==> config.mk <==
export PLATFORM = sky130hd
export DESIGN_NAME = ex_issue_stage
export DESIGN_NICKNAME = d
export VERILOG_FILES = /design/src/rtl/riscv_pkg.sv /design/src/rtl/fwd_mux.sv /design/src/rtl/ex_issue_stage.sv
export SDC_FILE = /design/constraint.sdc
export NUM_CORES = 1
export LEC_CHECK = 0
export BUFFER_PORTS_ARGS = -buffer_cell sky130_fd_sc_hd__buf_2
export CORE_AREA = 5 5 281 283
export CTS_CLUSTER_DIAMETER = 30
export DETAILED_ROUTE_END_ITERATION = 10
export DIE_AREA = 0 0 286 288
export GPL_TIMING_DRIVEN = 0
export PLACE_DENSITY = 0.46
export SYNTH_ARGS = -nofsm -noshare
export SYNTH_HDL_FRONTEND = slang
export SYNTH_SLANG_ARGS = --single-unit
==> constraint.sdc <==
create_clock -name clk -period 2.3 [get_ports clk]
set_input_delay 0.115 -clock clk [delete_from_list [all_inputs] [get_ports clk]]
set_output_delay 0.115 -clock clk [all_outputs]
set_load 0.05 [all_outputs]
==> src/rtl/riscv_pkg.sv <==
// rtl/riscv_pkg.sv - shared widths, ALU one-hot bit indices and bypass helper
package riscv_pkg;

  localparam int XLEN   = 64;
  localparam int CTRL_W = 17;
  localparam int REG_AW = 5;

  localparam int OP_ADD  = 0;
  localparam int OP_SUB  = 1;
  localparam int OP_SLL  = 2;
  localparam int OP_SLT  = 3;
  localparam int OP_SLTU = 4;
  localparam int OP_XOR  = 5;
  localparam int OP_SRL  = 6;
  localparam int OP_SRA  = 7;
  localparam int OP_OR   = 8;
  localparam int OP_AND  = 9;
  localparam int OP_LUI  = 10;
  localparam int OP_BEQ  = 11;
  localparam int OP_BNE  = 12;
  localparam int OP_BLT  = 13;
  localparam int OP_BGE  = 14;
  localparam int OP_BLTU = 15;
  localparam int OP_BGEU = 16;

  // x0 is hardwired to zero, so a write to it never counts as a producer.
  function automatic logic addr_hit(input logic [REG_AW-1:0] addr,
                                    input logic [REG_AW-1:0] src_addr,
                                    input logic              src_wen);
    return src_wen && (addr == src_addr) && (addr != '0);
  endfunction

endpackage

==> src/rtl/fwd_mux.sv <==
// rtl/fwd_mux.sv - resolves one source operand against EX/MEM and MEM/WB bypass
module fwd_mux #(
  parameter int XLEN = riscv_pkg::XLEN
) (
  input  logic [riscv_pkg::REG_AW-1:0] addr,
  input  logic [XLEN-1:0]              id_data,
  input  logic [riscv_pkg::REG_AW-1:0] mem_addr,
  input  logic                         mem_wen,
  input  logic [XLEN-1:0]              mem_data,
  input  logic [riscv_pkg::REG_AW-1:0] wb_addr,
  input  logic                         wb_wen,
  input  logic [XLEN-1:0]              wb_data,
  output logic [XLEN-1:0]              data
);
  import riscv_pkg::*;

  // The younger producer (MEM) wins over the older one (WB).
  always_comb begin
    data = id_data;
    if (addr_hit(addr, mem_addr, mem_wen))
      data = mem_data;
    else if (addr_hit(addr, wb_addr, wb_wen))
      data = wb_data;
  end

endmodule

==> src/rtl/ex_issue_stage.sv <==
// rtl/ex_issue_stage.sv - ID/EX pipeline register with load-use stall and operand bypass
module ex_issue_stage #(
  parameter int XLEN   = riscv_pkg::XLEN,
  parameter int CTRL_W = riscv_pkg::CTRL_W
) (
  input  logic              clk,
  input  logic              rst_n,
  input  logic              id_valid,
  output logic              id_ready,
  input  logic [CTRL_W-1:0] id_alu_ctrl,
  input  logic [4:0]        id_rs1_addr,
  input  logic [4:0]        id_rs2_addr,
  input  logic              id_rs1_used,
  input  logic              id_rs2_used,
  input  logic [XLEN-1:0]   id_rs1_data,
  input  logic [XLEN-1:0]   id_rs2_data,
  input  logic [XLEN-1:0]   id_pc,
  input  logic [XLEN-1:0]   id_imm,
  input  logic              id_sr1_sel,
  input  logic              id_sr2_sel,
  input  logic [4:0]        id_rd_addr,
  input  logic              id_rd_wen,
  input  logic              id_is_load,
  input  logic [4:0]        mem_rd_addr,
  input  logic              mem_rd_wen,
  input  logic [XLEN-1:0]   mem_rd_data,
  input  logic [4:0]        wb_rd_addr,
  input  logic              wb_rd_wen,
  input  logic [XLEN-1:0]   wb_rd_data,
  input  logic              flush,
  input  logic              ex_ready,
  output logic              ex_valid,
  output logic [CTRL_W-1:0] alu_ctrl,
  output logic [XLEN-1:0]   alu_sr1,
  output logic [XLEN-1:0]   alu_sr2,
  output logic [XLEN-1:0]   ex_store_data,
  output logic [XLEN-1:0]   ex_pc,
  output logic [4:0]        ex_rd_addr,
  output logic              ex_rd_wen,
  output logic              ex_is_load
);
  import riscv_pkg::*;

  logic              valid_q, sr1_sel_q, sr2_sel_q, rd_wen_q, is_load_q;
  logic [CTRL_W-1:0] ctrl_q;
  logic [REG_AW-1:0] rs1_addr_q, rs2_addr_q, rd_addr_q;
  logic [XLEN-1:0]   rs1_q, rs2_q, pc_q, imm_q;
  logic [XLEN-1:0]   cap_rs1, cap_rs2, hold_rs1, hold_rs2;
  logic              hazard, xfer;

  assign hazard = valid_q && is_load_q &&
                  ((id_rs1_used && addr_hit(id_rs1_addr, rd_addr_q, rd_wen_q)) ||
                   (id_rs2_used && addr_hit(id_rs2_addr, rd_addr_q, rd_wen_q)));
  assign id_ready = (!valid_q || ex_ready) && !hazard;
  assign xfer     = id_valid && id_ready;

  fwd_mux #(.XLEN(XLEN)) u_cap_rs1 (
    .addr(id_rs1_addr), .id_data(id_rs1_data),
    .mem_addr(mem_rd_addr), .mem_wen(mem_rd_wen), .mem_data(mem_rd_data),
    .wb_addr(wb_rd_addr), .wb_wen(wb_rd_wen), .wb_data(wb_rd_data), .data(cap_rs1));

  fwd_mux #(.XLEN(XLEN)) u_cap_rs2 (
    .addr(id_rs2_addr), .id_data(id_rs2_data),
    .mem_addr(mem_rd_addr), .mem_wen(mem_rd_wen), .mem_data(mem_rd_data),
    .wb_addr(wb_rd_addr), .wb_wen(wb_rd_wen), .wb_data(wb_rd_data), .data(cap_rs2));

  // While stalled, a producer retiring past us must still land in the held operands.
  fwd_mux #(.XLEN(XLEN)) u_hold_rs1 (
    .addr(rs1_addr_q), .id_data(rs1_q),
    .mem_addr(mem_rd_addr), .mem_wen(mem_rd_wen), .mem_data(mem_rd_data),
    .wb_addr(wb_rd_addr), .wb_wen(wb_rd_wen), .wb_data(wb_rd_data), .data(hold_rs1));

  fwd_mux #(.XLEN(XLEN)) u_hold_rs2 (
    .addr(rs2_addr_q), .id_data(rs2_q),
    .mem_addr(mem_rd_addr), .mem_wen(mem_rd_wen), .mem_data(mem_rd_data),
    .wb_addr(wb_rd_addr), .wb_wen(wb_rd_wen), .wb_data(wb_rd_data), .data(hold_rs2));

  always_ff @(posedge clk or negedge rst_n) begin
    if (!rst_n) begin
      valid_q    <= 1'b0;
      ctrl_q     <= '0;
      rs1_addr_q <= '0;
      rs2_addr_q <= '0;
      rd_addr_q  <= '0;
      rs1_q      <= '0;
      rs2_q      <= '0;
      pc_q       <= '0;
      imm_q      <= '0;
      sr1_sel_q  <= 1'b0;
      sr2_sel_q  <= 1'b0;
      rd_wen_q   <= 1'b0;
      is_load_q  <= 1'b0;
    end else if (!flush && xfer) begin
      valid_q    <= 1'b1;
      ctrl_q     <= id_alu_ctrl;
      rs1_addr_q <= id_rs1_addr;
      rs2_addr_q <= id_rs2_addr;
      rd_addr_q  <= id_rd_addr;
      rs1_q      <= cap_rs1;
      rs2_q      <= cap_rs2;
      pc_q       <= id_pc;
      imm_q      <= id_imm;
      sr1_sel_q  <= id_sr1_sel;
      sr2_sel_q  <= id_sr2_sel;
      rd_wen_q   <= id_rd_wen;
      is_load_q  <= id_is_load;
    end else if (flush || !valid_q || ex_ready) begin
      // Empty slot: control side goes to zero so the ALU sees a no-op.
      valid_q   <= 1'b0;
      ctrl_q    <= '0;
      rd_wen_q  <= 1'b0;
      is_load_q <= 1'b0;
    end else begin
      rs1_q <= hold_rs1;
      rs2_q <= hold_rs2;
    end
  end

  assign ex_valid      = valid_q;
  assign alu_ctrl      = ctrl_q;
  assign alu_sr1       = sr1_sel_q ? pc_q : rs1_q;
  assign alu_sr2       = sr2_sel_q ? imm_q : rs2_q;
  assign ex_store_data = rs2_q;
  assign ex_pc         = pc_q;
  assign ex_rd_addr    = rd_addr_q;
  assign ex_rd_wen     = rd_wen_q;
  assign ex_is_load    = is_load_q;

endmodule

After elaboration in Yosys (flattened, before gate mapping)
Cells that the tools add are included.
- flip-flop bits (word level): 293
- input port bits: 439
- logic and storage cells: 87
- equal/unequal tests: 11
- multiplexer cells: 20
- reductions and logical operators: 43
- operator list (cell ; count):
    64-bit 2-to-1 mux ; 14
    5-bit == test ; 10
    17-bit 2-to-1 mux ; 2
    1-bit logical AND ; 27
    5-bit nonzero test ; 4
    3-bit nonzero test ; 2
    1-bit logical OR ; 4
    1-bit 2-to-1 mux ; 4
    2-bit AND reduction ; 2
    1-bit zero test ; 3
    2-bit != test, second input constant ; 1
    2-bit nonzero test ; 1

Depth between registers and ports, before layout
Gate-level depths: netlist (run 1).
- depth in word-level cells: 12
- gate-level depth with buffers: 9
- depth with buffers taken out: 6

By module
Synthesis (run 1) repeated with hierarchy kept, for this count alone.
- cells, all modules: 2214
- area, all modules: 21028.9 um^2
- by module, submodules not included (module ; times used ; cells an instance ; area each (um^2) ; seq. area each (um^2)):
    ex_issue_stage ; 1 ; 930 ; 13987.2 ; 7332.0
    fwd_mux ; 4 ; 321 ; 1760.4 ; 0.0

Least setup slack after synthesis (run 1)
OpenSTA, ideal clock, no wires.
- kind: register to register
- start: register rd_addr_q[1] (netlist: ex_rd_addr[1])
- end: register ctrl_q[10] (netlist: alu_ctrl[10])
- data arrival time: 2.289 ns
- data required time: 2.179 ns
- setup slack: -0.110 ns
- cell stages (with the launch flop): 9
- path buffers: 2
- path through: dfrtp_1 > xnor2_1 > o211ai_2 > o22a_1 > o21a_1 > and3_1 > buf_2 > buf_2 > a22o_1
- cells in the longest elaborated chain, start to end: 11
- ends and longest elaborated chain (element ; line ; source):
    start: declaration ; ex_issue_stage.sv:46 ; logic [REG_AW-1:0] rs1_addr_q, rs2_addr_q, rd_addr_q;
    start signal: assignment ; ex_issue_stage.sv:98 ; rd_addr_q <= id_rd_addr;
    5-bit == test ; riscv_pkg.sv:30 ; return src_wen && (addr == src_addr) && (addr != '0);
    1-bit logical AND (2 in a row) ; riscv_pkg.sv:30 ;
    1-bit logical AND (on tied branches) ; ex_issue_stage.sv:52, ex_issue_stage.sv:53 ;
    1-bit logical OR (*) ; ex_issue_stage.sv:52 ; ((id_rs1_used && addr_hit(id_rs1_addr, rd_addr_q, rd_wen_q)) ||
    1-bit logical AND (*) ; ex_issue_stage.sv:51 ; assign hazard = valid_q && is_load_q &&
    1-bit zero test (*) ; ex_issue_stage.sv:54 ; assign id_ready = (!valid_q || ex_ready) && !hazard;
    1-bit logical AND (*) ; ex_issue_stage.sv:54 ;
    net id_ready ; ex_issue_stage.sv:9 ; output logic id_ready,
    1-bit logical AND (*) ; ex_issue_stage.sv:55 ; assign xfer = id_valid && id_ready;
    1-bit logical AND (*) ; ex_issue_stage.sv:93 ; end else if (!flush && xfer) begin
    17-bit 2-to-1 mux or 2-bit nonzero test (tied branches) ; n/a ;
    end signal: assignment ; ex_issue_stage.sv:95 ; ctrl_q <= id_alu_ctrl;
    end: declaration ; ex_issue_stage.sv:45 ; logic [CTRL_W-1:0] ctrl_q;
Mark *: on every way through the listed nets, which the timed path passes. The rest lies on a longest branch.
A chain may end at the register's enable or synchronous reset.

Worst setup path in the final report (run 1)
- start: register rd_addr_q[3] (netlist: ex_rd_addr[3])
- end: register imm_q[54]
- cells in the longest elaborated chain, start to end: 10
- ends and longest elaborated chain (element ; line ; source):
    5-bit == test ; riscv_pkg.sv:30 ;
    1-bit logical AND (2 in a row) ; riscv_pkg.sv:30 ;
    1-bit logical AND (on tied branches) ; ex_issue_stage.sv:52, ex_issue_stage.sv:53 ;
    1-bit logical OR (*) ; ex_issue_stage.sv:52 ;
    1-bit logical AND (*) ; ex_issue_stage.sv:51 ;
    1-bit zero test (*) ; ex_issue_stage.sv:54 ;
    1-bit logical AND (*) ; ex_issue_stage.sv:54 ;
    1-bit logical AND (*) ; ex_issue_stage.sv:55 ;
    1-bit logical AND (*) ; ex_issue_stage.sv:93 ;
    end signal: assignment ; ex_issue_stage.sv:102 ; imm_q <= id_imm;
    end: declaration ; ex_issue_stage.sv:47 ; logic [XLEN-1:0] rs1_q, rs2_q, pc_q, imm_q;
Every way passes the cells marked *; elsewhere a longest branch is shown, timed or not.

==> reports/results.txt, run 1 <==
Clk pwr share: 47.5%
Synth-to-Final Area Change: 84.72%
I/O Buffers: 714
Post-Synthesis Net Count: 2336
Max VDD drop: 0.5893 mV
CTS max path bufs: 3
failing checks: setup timing
CP required: 2800 ps
CTS tree: yes
crit path cell chain: xnor2_2, nand4_1, o22a_2, o2111ai_4, buf_12, buf_12, buf_16, buf_12, buf_16, mux2_4
initial DRC count: 1843
Synth warnings: 0
Die Y: 288 um
H-Tree Depth: 3
most common cell after layout, fill and taps aside: buf_2
arrival time at the worst endpoint: 2940 ps
# IOs: 721
# rows: 102
Clock Pin Slew Worst Setup and Hold Paths: 50 ps
Reg area: 7340 um^2
fin util: 42.88%
global-route met3 utilization: 4.671%
fill count: 7353
setup TNS: -15710 ps
Top FF cell, synth: dfrtp_1
fin crit share: 105.9%
area of the multi-input gates: 10210 um^2
clk root buf: clkbuf_16
Routed Antenna Nets: 0
RSZ-0062 raised after global routing: yes
Post-Syn Area: 17740 um^2
fin worst setup slack: -136.0 ps
Cell variety after synth: 33
MaxCap Viol Count: 0
worst slew pin tran: 852.4 ps
Flop pwr share: 21.7%
DR WL/cell: 26.13 um
fin area: 32780 um^2
most frequent cells in the layout: buf_2 (731), nand2_1 (387), dlygate4sd3_1 (382)
Die W: 286 um
HPWL after DPL: 78220 um
Worst Setup Path Type: flop to flop
PwrDens: 967.1 nW/um^2
Max Fclk: 410.5 MHz
NetSw: 11.47 mW
max incr delay on CP: 470 ps
sequential fraction of the synthesis area: 41.32%
Mapped Avg Cell Area: 9.354 um^2
Final Setup Violations: 236
fraction of layout cells with a size suffix above 1: 42.83%
Pint: 20.23 mW
all-layer global routing usage: 25.41%
number of synthesized flops with an enable pin: 0
Hold Fails Final Rpt: 0
Skew-Pair Late Insertion Delay: 660 ps
clock sinks: 293
Core Region: 76450 um^2
Hold Crit Class: input pin to asynchronous set/reset pin
initial antenna violation count: 12
CTS Buf Count: 105
max-slew violations: 0
first-pass GRT wire length: 159100 um
cell at the slowest stage of the critical path: dfrtp_2
Gate power share: 30.8%
LEAKAGE: 14.89 nW
Async SR Flop Fraction: 100.0%
most used cell, CP: buf_12
GPL Wtd Cong: 0.8804
Die Area: 82370 um^2
outcome: finished, violations left
total power: 31.70 mW
DRT Wirelength: 110900 um
final clock skew: 43.52 ps
first-pass detailed-route iteration total: 9
post-route minimum period: 2436 ps
crit path launch type: flop
starting density of the core: 23.21%
CP top delay family: buffers and inverters
Slew HR: 43.18%
post-placement cell area: 22690 um^2
vias per cell: 5.235
nets: 3597
routing usage on met2: 43.27%
total number of vias: 22220
busiest grt layer: met2
Cells after Synth: 1897
Seq cells post-synth: 293
total grt overflow: 0
Hold WS: 37.45 ps
M1 GR Usage: 31.51%
DRC viols: 0
CP Buf/Inv Count: 5
CP endpoint kind: flop
Net Sw Frac: 36.19%
vias in the first global route: 23710
worst-path fanout max: 6
pin count of the biggest net entering global routing: 99
## logic make-up (layout without fill, tap and decap cells)
group	Yosys count	count (layout)	share of synthesized area, %
AND/OR/NAND/NOR	678	678	15.72
AO/OA/AOI/OAI	412	412	18.57
flip-flops	293	293	41.32
multiplexers	273	273	17.32
buffers and inverters	191	1542	4.597
XOR/XNOR	50	50	2.468
other	0	8	0
## Yosys cell counts (all sizes together), types with 4 or more instances
| master | count | area (um^2) |
|---|---|---|
| nand2 | 389 | 1463 |
| dfrtp | 293 | 7332 |
| mux2 | 273 | 3074 |
| nor2 | 133 | 499.2 |
| nand3 | 129 | 645.6 |
| a21oi | 128 | 640.6 |
| a311o | 128 | 1281 |
| a311oi | 128 | 1121 |
| clkbuf | 105 | 394.1 |
| buf | 85 | 417.9 |
| xnor2 | 34 | 297.8 |
| a22o | 19 | 166.4 |
| xor2 | 16 | 140.1 |
| nand4 | 8 | 50.05 |
| or4 | 6 | 52.55 |
| nor4 | 4 | 25.02 |
## layer usage
layer	vias up	part of all wire, %
li1	9612	-
met1	11140	40
met2	1176	49
met3	283	7.1
met4	8	4.3
met5	-	0.044
## per-stage QoR
| stage | setup WS, ps | cells |
|---|---|---|
| after floorplan | 10.33 | 1897 |
| after global placement | -5952 | 3599 |
| after detailed placement | -979.7 | 3604 |
| after CTS | -194.7 | 4233 |
| after global routing | -217.0 | 4243 |
| final | -136.0 | 4244 |
## power by group through the flow
stage | sequential (mW) | combinational, mW | clock [mW]
after CTS | 6.85 | 9.71 | 15.2
after global placement | 6.86 | 8.22 | 0
final | 6.88 | 9.78 | 15.0
after floorplan | 8.05 | 4.31 | 0
after detailed placement | 6.90 | 8.29 | 0
after global routing | 6.96 | 10.1 | 15.6
## state kept, by name (all words and copies together), names as in the netlist
name,cells
imm_q,64
ex_is_load,1
sr2_sel_q,1
ex_store_data,64
ex_rd_addr,5
ex_valid,1
alu_ctrl,17
sr1_sel_q,1
rs2_addr_q,5
ex_rd_wen,1
rs1_q,64
rs1_addr_q,5
ex_pc,64
## final timing paths
path                            depth (start not counted)  slack (ps)                       endpoint                      start
worst max-delay path                                   10        -140          imm_q[54]$_DFFE_PN0N_  ex_rd_addr[3]$_DFFE_PN0N_
min in group clk                                        4          40  ex_store_data[26]$_DFFE_PN0P_            id_rs2_data[26]
max in group asynchronous                               4        1270          sr2_sel_q$_DFFE_PN0N_                      rst_n
worst max register to register                         10        -140          imm_q[54]$_DFFE_PN0N_  ex_rd_addr[3]$_DFFE_PN0N_
worst min-delay path                                    3          40          imm_q[30]$_DFFE_PN0N_                      rst_n
worst min register to register                          1         480          imm_q[60]$_DFFE_PN0N_      imm_q[60]$_DFFE_PN0N_
## what timing repair did
item | 4_1_cts | 5_1_grt
endpoints found under the hold margin | 500 | 0
resized for setup | 446 | 65
hold buffers | 383 | 0
pin swaps | 10 | 33
setup buffers | 36 | 13
setup endpoints to repair | 403 | 300
cloned | 14 | 3
## worst min-delay path, cell delays in order
cell,delay [ps]
dlygate4sd3_1,570
buf_8,150
buf_12,200
## cell type report
class	instances	area share (%)
multi-input cells	1413	31.14
inverters	1	0.01145
plain buffers	180	4.947
flip-flops and latches	293	22.39
clock buffers	143	9.219
clock inverters	54	2.378
well taps	988	3.771
repair buffers	1164	26.08
diodes	8	0.06108
Power figures use the tool's default switching activity.
==> run 2, diff against run 1 <==
ABC_AREA = 1   (was not set)
CORE_AREA = not set   (was 5 5 281 283)
CORE_ASPECT_RATIO = 1.1   (was not set)
CORE_MARGIN = 5   (was not set)
CORE_UTILIZATION = 25   (was not set)
DIE_AREA = not set   (was 0 0 286 288)
MAX_ROUTING_LAYER = met4   (was not set)
PLACE_DENSITY = 0.47   (was 0.46)
==> run 2 against run 1 <==
Net effect: the run now ends clean; register-to-register slack improved by 220 ps; via count increased by 13%; first-iteration DRC count decreased by 1.1%; fmax increased by 8.9%; sequential cell count unchanged; utilization decreased by 0.89 points; sequential power decreased by 2%; combinational power decreased by 8.2%; clock power decreased by 10%; synthesized area increased by 10%; hold slack improved by 8.1 ps; clock-buffer cell count decreased by 4; largest cell class unchanged.
==> reports/results.txt, run 2 <==
# IOs: 721 (unchanged)
clk root buf: clkbuf_16
area leader, netlist: dfrtp_1
initial DRC count: 1823 (-1.1%)
Hold Crit Class: input pin to asynchronous set/reset pin
Top FF cell, synth: dfrtp_1
CTS Buf Count: 100 (-4.8%)
Post-synth top cells: nand2_1 (1312), nand3_1 (517), dfrtp_1 (293), inv_1 (285), o21ai_0 (146)
metal1 wirelength: 46390 um (+4.9%)
total power: 29.24 mW (-7.8%)
post-placement cell area: 24520 um^2 (+8.1%)
Final Setup Violations: 0 (-100%)
DR WL/cell: 21.71 um (-17%)
Clock Pin Slew Worst Setup and Hold Paths: 40 ps (about the same)
total number of vias: 25170 (+13%)
first-pass GRT wire length: 167600 um (+5.3%)
vias per cell: 4.697 (-10%)
starting density of the core: 25.19% (+2.0 points)
top cells by area, synth: dfrtp_1 (38%), nand2_1 (25%), nand3_1 (13%)
most common cell after layout, fill and taps aside: nand2_1
fin crit share: 97.26% (-8.7 points)
outcome: finished clean
all-layer global routing usage: 27.29% (+1.9 points)
count leader, synth: nand2_1
fill count: 8220 (+12%)
worst slew pin tran: 701.1 ps (-151.3 ps)
Max Fclk: 447.0 MHz (+8.9%)
final clock skew: 24.30 ps (-19.22 ps)
number of synthesized flops with an enable pin: 0 (unchanged)
fin area: 32550 um^2 (-0.70%)
PwrDens: 898.4 nW/um^2 (-7.1%)
GPL Wtd Cong: 0.9081 (+3.1%)
Synth-to-Final Area Change: 66.66%
fin util: 41.99% (-0.89 points)
Slew HR: 53.26% (+10 points)
crit path launch type: flop
fin worst setup slack: 63.09 ps (+199.1 ps)
met3 wire length: 9370 um (+19%)
Top Metal Used: met4
most frequent cells in the layout: nand2_1 (1309), buf_2 (798), nand3_1 (517)
Cells after Synth: 2965 (+56%)
Async SR Flop Fraction: 100.0% (unchanged)
Die Y: 303.1 um (+5.3%)
pin count of the biggest net entering global routing: 102 (+3.0%)
CTS tree: yes
arrival time at the worst endpoint: 2120 ps (-820 ps)
H-Tree Depth: 3 (unchanged)
Die Area: 83820 um^2 (+1.8%)
Post-Synthesis Net Count: 3404 (+46%)
Seq cells post-synth: 293 (unchanged)
Hold Fails Final Rpt: 0 (unchanged)
MaxCap Viol Count: 0 (unchanged)
sequential fraction of the synthesis area: 37.54% (-3.8 points)
Post-Syn Area: 19530 um^2 (+10%)
LEAKAGE: 17.96 nW (+21%)
Max VDD drop: 0.5404 mV (-8.3%)
Die W: 276.5 um (-3.3%)
Core Region: 77520 um^2 (+1.4%)
DRT Wirelength: 116300 um (+4.9%)
Synth warnings: 0 (unchanged)
Skew-Pair Late Insertion Delay: 660 ps (about the same)
# rows: 107 (+4.9%)
WL met2: 56700 um (+5.0%)
RSZ-0062 raised after global routing: yes
first-pass detailed-route iteration total: 8 (-1)
DRC viols: 0 (unchanged)
max-slew violations: 0 (unchanged)
post-route minimum period: 2237 ps (-199.1 ps)
vias in the first global route: 25600 (+7.9%)
dpl ws: -581.0 ps (+398.6 ps)
area share of the largest cell type after synthesis: 37.54% (-3.8 points)
Mapped Avg Cell Area: 6.587 um^2 (-30%)
Worst Setup Path Type: flop to output port
total grt overflow: 0 (unchanged)
HPWL after DPL: 84770 um (+8.4%)
clock sinks: 293 (unchanged)
CP required: 2180 ps (-620 ps)
Cell variety after synth: 27 (-18%)
nets: 4653 (+29%)
Routed Antenna Nets: 0 (unchanged)
initial antenna violation count: 22 (+10)
worst-path fanout max: 10 (+4)
I/O Buffers: 719 (+0.70%)
CTS max path bufs: 3 (unchanged)
fraction of layout cells with a size suffix above 1: 28.29% (-15 points)
CP endpoint kind: output port
-- run 2: metrics by stage --
stage / setup TNS, ps / std cells / hold slack [ps]
after floorplan: 0 / 2965 / -180.6
after global placement: -1744040 / 4719 / 309.4
after detailed placement: -103080 / 4722 / -10.15
after CTS: 0 / 5334 / 5.968
after global routing: -0.2425 / 5350 / 37.05
final: 0 / 5359 / 45.57
-- run 2: worst max-delay path, stage by stage, from the launching register on --
cell       delay [ps]
dfrtp_1           370
clkbuf_16         230
clkbuf_8          240
mux2_2            390
buf_2             220
-- run 2: repair_timing --
item,4_1_cts,5_1_grt
pin swaps,1,0
hold buffers,422,0
setup endpoints to repair,404,188
hold endpoints to repair,489,0
resized for setup,70,69
setup buffers,3,0
gates cloned,0,0
-- run 2: power by group --
part / switching [mW] / internal, mW
Combinational: 6.20 / 2.78
Sequential: 0.778 / 5.97
Clock: 4.15 / 9.36
-- run 2: logic make-up (layout without fill, tap and decap cells) --
group | after synthesis | in the layout | synth area share (%)
buf+inv | 497 | 1831 | 10.74
simple gates | 1874 | 1874 | 39.61
other cells | 0 | 25 | 0
mux | 128 | 128 | 7.380
flops | 293 | 293 | 37.54
compound gates | 161 | 161 | 4.190
xor+xnor | 12 | 12 | 0.5381
-- run 2: path summary, 6_finish.rpt --
| check | start | to | slack, ps | cells after the start |
|---|---|---|---|---|
| max | sr2_sel_q$_DFFE_PN0N_ | alu_sr2[47] | 60 | 4 |
| min | rst_n | rs1_q[23]$_DFFE_PN0P_ | 50 | 3 |
| max reg2reg | ex_rd_addr[0]$_DFFE_PN0N_ | imm_q[59]$_DFFE_PN0N_ | 80 | 16 |
| min reg2reg | imm_q[1]$_DFFE_PN0N_ | imm_q[1]$_DFFE_PN0N_ | 470 | 2 |
| max in group asynchronous | rst_n | alu_ctrl[5]$_DFFE_PN0P_ | 1320 | 4 |
| min in group clk | flush | alu_ctrl[5]$_DFFE_PN0P_ | 80 | 5 |
-- run 2: layout make-up --
class | count | area [um^2] | share of cell area (%)
multi-input cells | 2175 | 10120 | 31.09
repair buffers | 1147 | 7966 | 24.48
flip-flops and latches | 293 | 7332 | 22.53
clock buffers | 139 | 2899 | 8.907
well taps | 1035 | 1295 | 3.979
plain buffers | 198 | 1261 | 3.875
inverters | 299 | 1126 | 3.460
clock inverters | 48 | 486.7 | 1.495
diodes | 25 | 62.56 | 0.1922
-- run 2: routing by layer --
metal,vias to the layer above,track usage [%]
li1,11940,-
met5,-,-
met4,0,10.14
met3,205,6.874
met2,1101,45.50
met1,11920,32.15
==> run 3, diff against run 2 <==
CORE_MARGIN = 2   (was 5)
GPL_TIMING_DRIVEN = not set   (was 0)
clock period = 2.8 ns   (was 2.3 ns; I/O delays follow)
==> run 3 against run 2 <==
Net effect: wire length is 13% lower; utilization rose by 0.17 points; die area down 4.1%; clock skew up 27 ps; final cell count is 1.7% lower; via count fell by 2.0%; hold slack lost 16 ps; sequential cell count is the same; non-clock buffer count down 77; combinational power decreased by 17%; sequential share of layout area barely moved; sequential power fell by 18%; largest cell class unchanged.
==> reports/results.txt, run 3 (synthesis results as in run 2) <==
pin count of the biggest net entering global routing: 86 (-16%)
clock sinks: 293 (unchanged)
PwrDens: 733.7 nW/um^2 (-18%)
CTS tree: yes
Routed Antenna Nets: 0 (unchanged)
Max VDD drop: 0.4799 mV (-11%)
hold path depth: 7
HPWL after DPL: 67480 um (-20%)
CP endpoint kind: flop
vias in the first global route: 25350 (-0.97%)
CP required: 3350 ps (+1170 ps)
vias per cell: 4.685 (-0.25%)
RSZ-0062 raised after global routing: no
LEAKAGE: 17.97 nW (about the same)
# IOs: 721 (unchanged)
arrival time at the worst endpoint: 3190 ps (+1070 ps)
crit path launch type: flop
DRT Wirelength: 100800 um (-13%)
Die Area: 80370 um^2 (-4.1%)
# rows: 107 (unchanged)
outcome: finished clean
most common cell after layout, fill and taps aside: nand2_1
MaxCap Viol Count: 0 (unchanged)
Final Setup Violations: 0 (unchanged)
clk root buf: clkbuf_16
reg2reg path depth: 12 (-4)
CTS Buf Count: 94 (-6.0%)
Reg-to-Reg End: rs1_q[24]$_DFFE_PN0P_
setup TNS: 0 ps (unchanged)
final clock skew: 51.26 ps (+26.96 ps)
RR Startpoint: ex_rd_addr[0]$_DFFE_PN0N_
total grt overflow: 0 (unchanged)
fill count: 8196 (-0.29%)
DRC viols: 0 (unchanged)
Max Fclk: 378.8 MHz
Hold Fails Final Rpt: 0 (unchanged)
DR WL/cell: 19.14 um (-12%)
fin worst setup slack: 159.9 ps (+96.85 ps)
Hold Crit Class: input pin to flop
total number of vias: 24670 (-2.0%)
Die W: 270.5 um (-2.2%)
hold path startpoint: id_rs2_data[59]
Synth-to-Final Area Change: 67.06%
initial antenna violation count: 21 (-4.5%)
most frequent cells in the layout: nand2_1 (1305), buf_2 (719), nand3_1 (517)
first-pass GRT wire length: 152100 um (-9.2%)
H-Tree Depth: 3 (unchanged)
I/O Buffers: 720 (+0.14%)
all-layer global routing usage: 25.00% (-2.3 points)
dpl ws: 630.7 ps (+1212 ps)
GPL Wtd Cong: 0.8957 (-1.4%)
r2r setup slk: 160 ps (+80 ps)
first-pass detailed-route iteration total: 5 (-3)
worst slew pin tran: 674.9 ps (-26.12 ps)
initial DRC count: 1797 (-1.4%)
Clock Pin Slew Worst Setup and Hold Paths: 40 ps (about the same)
worst-path fanout max: 85 (+75)
fin crit share: 94.29%
Core Region: 77380 um^2 (-0.17%)
Die Y: 297.1 um (-2.0%)
Slew HR: 55.00% (+1.7 points)
Worst Setup Path Type: flop to flop
post-route minimum period: 2640 ps
CTS max path bufs: 3 (unchanged)
starting density of the core: 25.24% (+0.044 points)
max-slew violations: 0 (unchanged)
Skew-Pair Late Insertion Delay: 640 ps (-20 ps)
Worst Hold End: ex_store_data[59]$_DFFE_PN0P_
nets: 4570 (-1.8%)
fraction of layout cells with a size suffix above 1: 26.32% (-2.0 points)
-- run 3: cell count changes in the layout (fill, tap and decap cells not counted), sizes merged --
cell,delta
clkbuf,-84
buf,-64
dlygate4sd3,+60
bufinv,+5
diode,-4
clkinv,-3
clkinvlp,-3
-- run 3: critical path: stages, from the launching register on --
cell,delay (ps)
dfrtp_1,400
inv_1,90
a21boi_0,170
nand2_1,80
nor2_1,130
nand2_1,80
nand2_1,70
nand2_1,100
nand3_4,150
buf_12,290
nand3_1,160
nand3_1,100
dlygate4sd3_1,540
-- run 3: worst max path at each step --
stage                              startpoint                            end  slack (ps)  cells past startpoint
floorplan           ex_rd_addr[0]$_DFFE_PN0N_          ex_pc[54]$_DFFE_PN0N_         880                     12
global placement    ex_rd_addr[2]$_DFFE_PN0N_  ex_store_data[23]$_DFFE_PN0P_         600                     12
detailed placement  rs1_addr_q[2]$_DFFE_PN0N_          rs1_q[28]$_DFFE_PN0P_         630                     10
CTS                 rs1_addr_q[2]$_DFFE_PN0N_          rs1_q[27]$_DFFE_PN0P_          90                     11
global route        ex_rd_addr[2]$_DFFE_PN0N_  ex_store_data[31]$_DFFE_PN0P_           5                     12
finish              ex_rd_addr[0]$_DFFE_PN0N_          rs1_q[24]$_DFFE_PN0P_         160                     12
-- run 3: routing by layer --
metal / track usage, % / wire length (um) / vias to the layer above / part of all wire, %
li1: - / - / 11740 / -
met1: 28.92 / 40400 / 11670 / 40
met2: 42.67 / 50350 / 1043 / 50
met3: 4.827 / 6759 / 229 / 6.7
met4: 9.511 / 3283 / 0 / 3.3
met5: - / 0 / - / 0
-- run 3: cell type report --
type | instances | area (um^2) | area share [%]
timing repair buffer | 1268 | 9320 | 28.57
antenna | 21 | 52.55 | 0.1611
sequential | 293 | 7340 | 22.49
clock inverter | 47 | 613.1 | 1.879
inverter | 299 | 1122 | 3.440
multi-input combinational | 2175 | 10190 | 31.24
tap | 1035 | 1295 | 3.969
clock buffer | 128 | 2691 | 8.249
-- run 3: per-stage QoR --
step                hold WS [ps]  area (um^2)  instances  total power, mW  utilization, %
floorplan                 -155.6        19530       2965            10.00               -
global placement           146.0        24390       4587            12.17           31.52
detailed placement         159.3        24390       4587            12.17           31.52
CTS                        1.750        32510       5243            24.08           42.01
global route               32.21        32630       5266            24.90           42.16
finish                     29.74        32630       5266            23.94           42.16
-- run 3: power breakdown --
group          switching (mW)  internal, mW
clock                    3.28          7.68
sequential              0.657          4.91
combinational            4.93          2.49
total                    8.86          15.1
-- run 3: timing repair --
action                                  CTS  global route
buffers inserted                          0             1
hold buffers                            481             0
endpoints found under the setup margin    0            68
gates resized for setup                   0             8
endpoints found under the hold margin   506             0
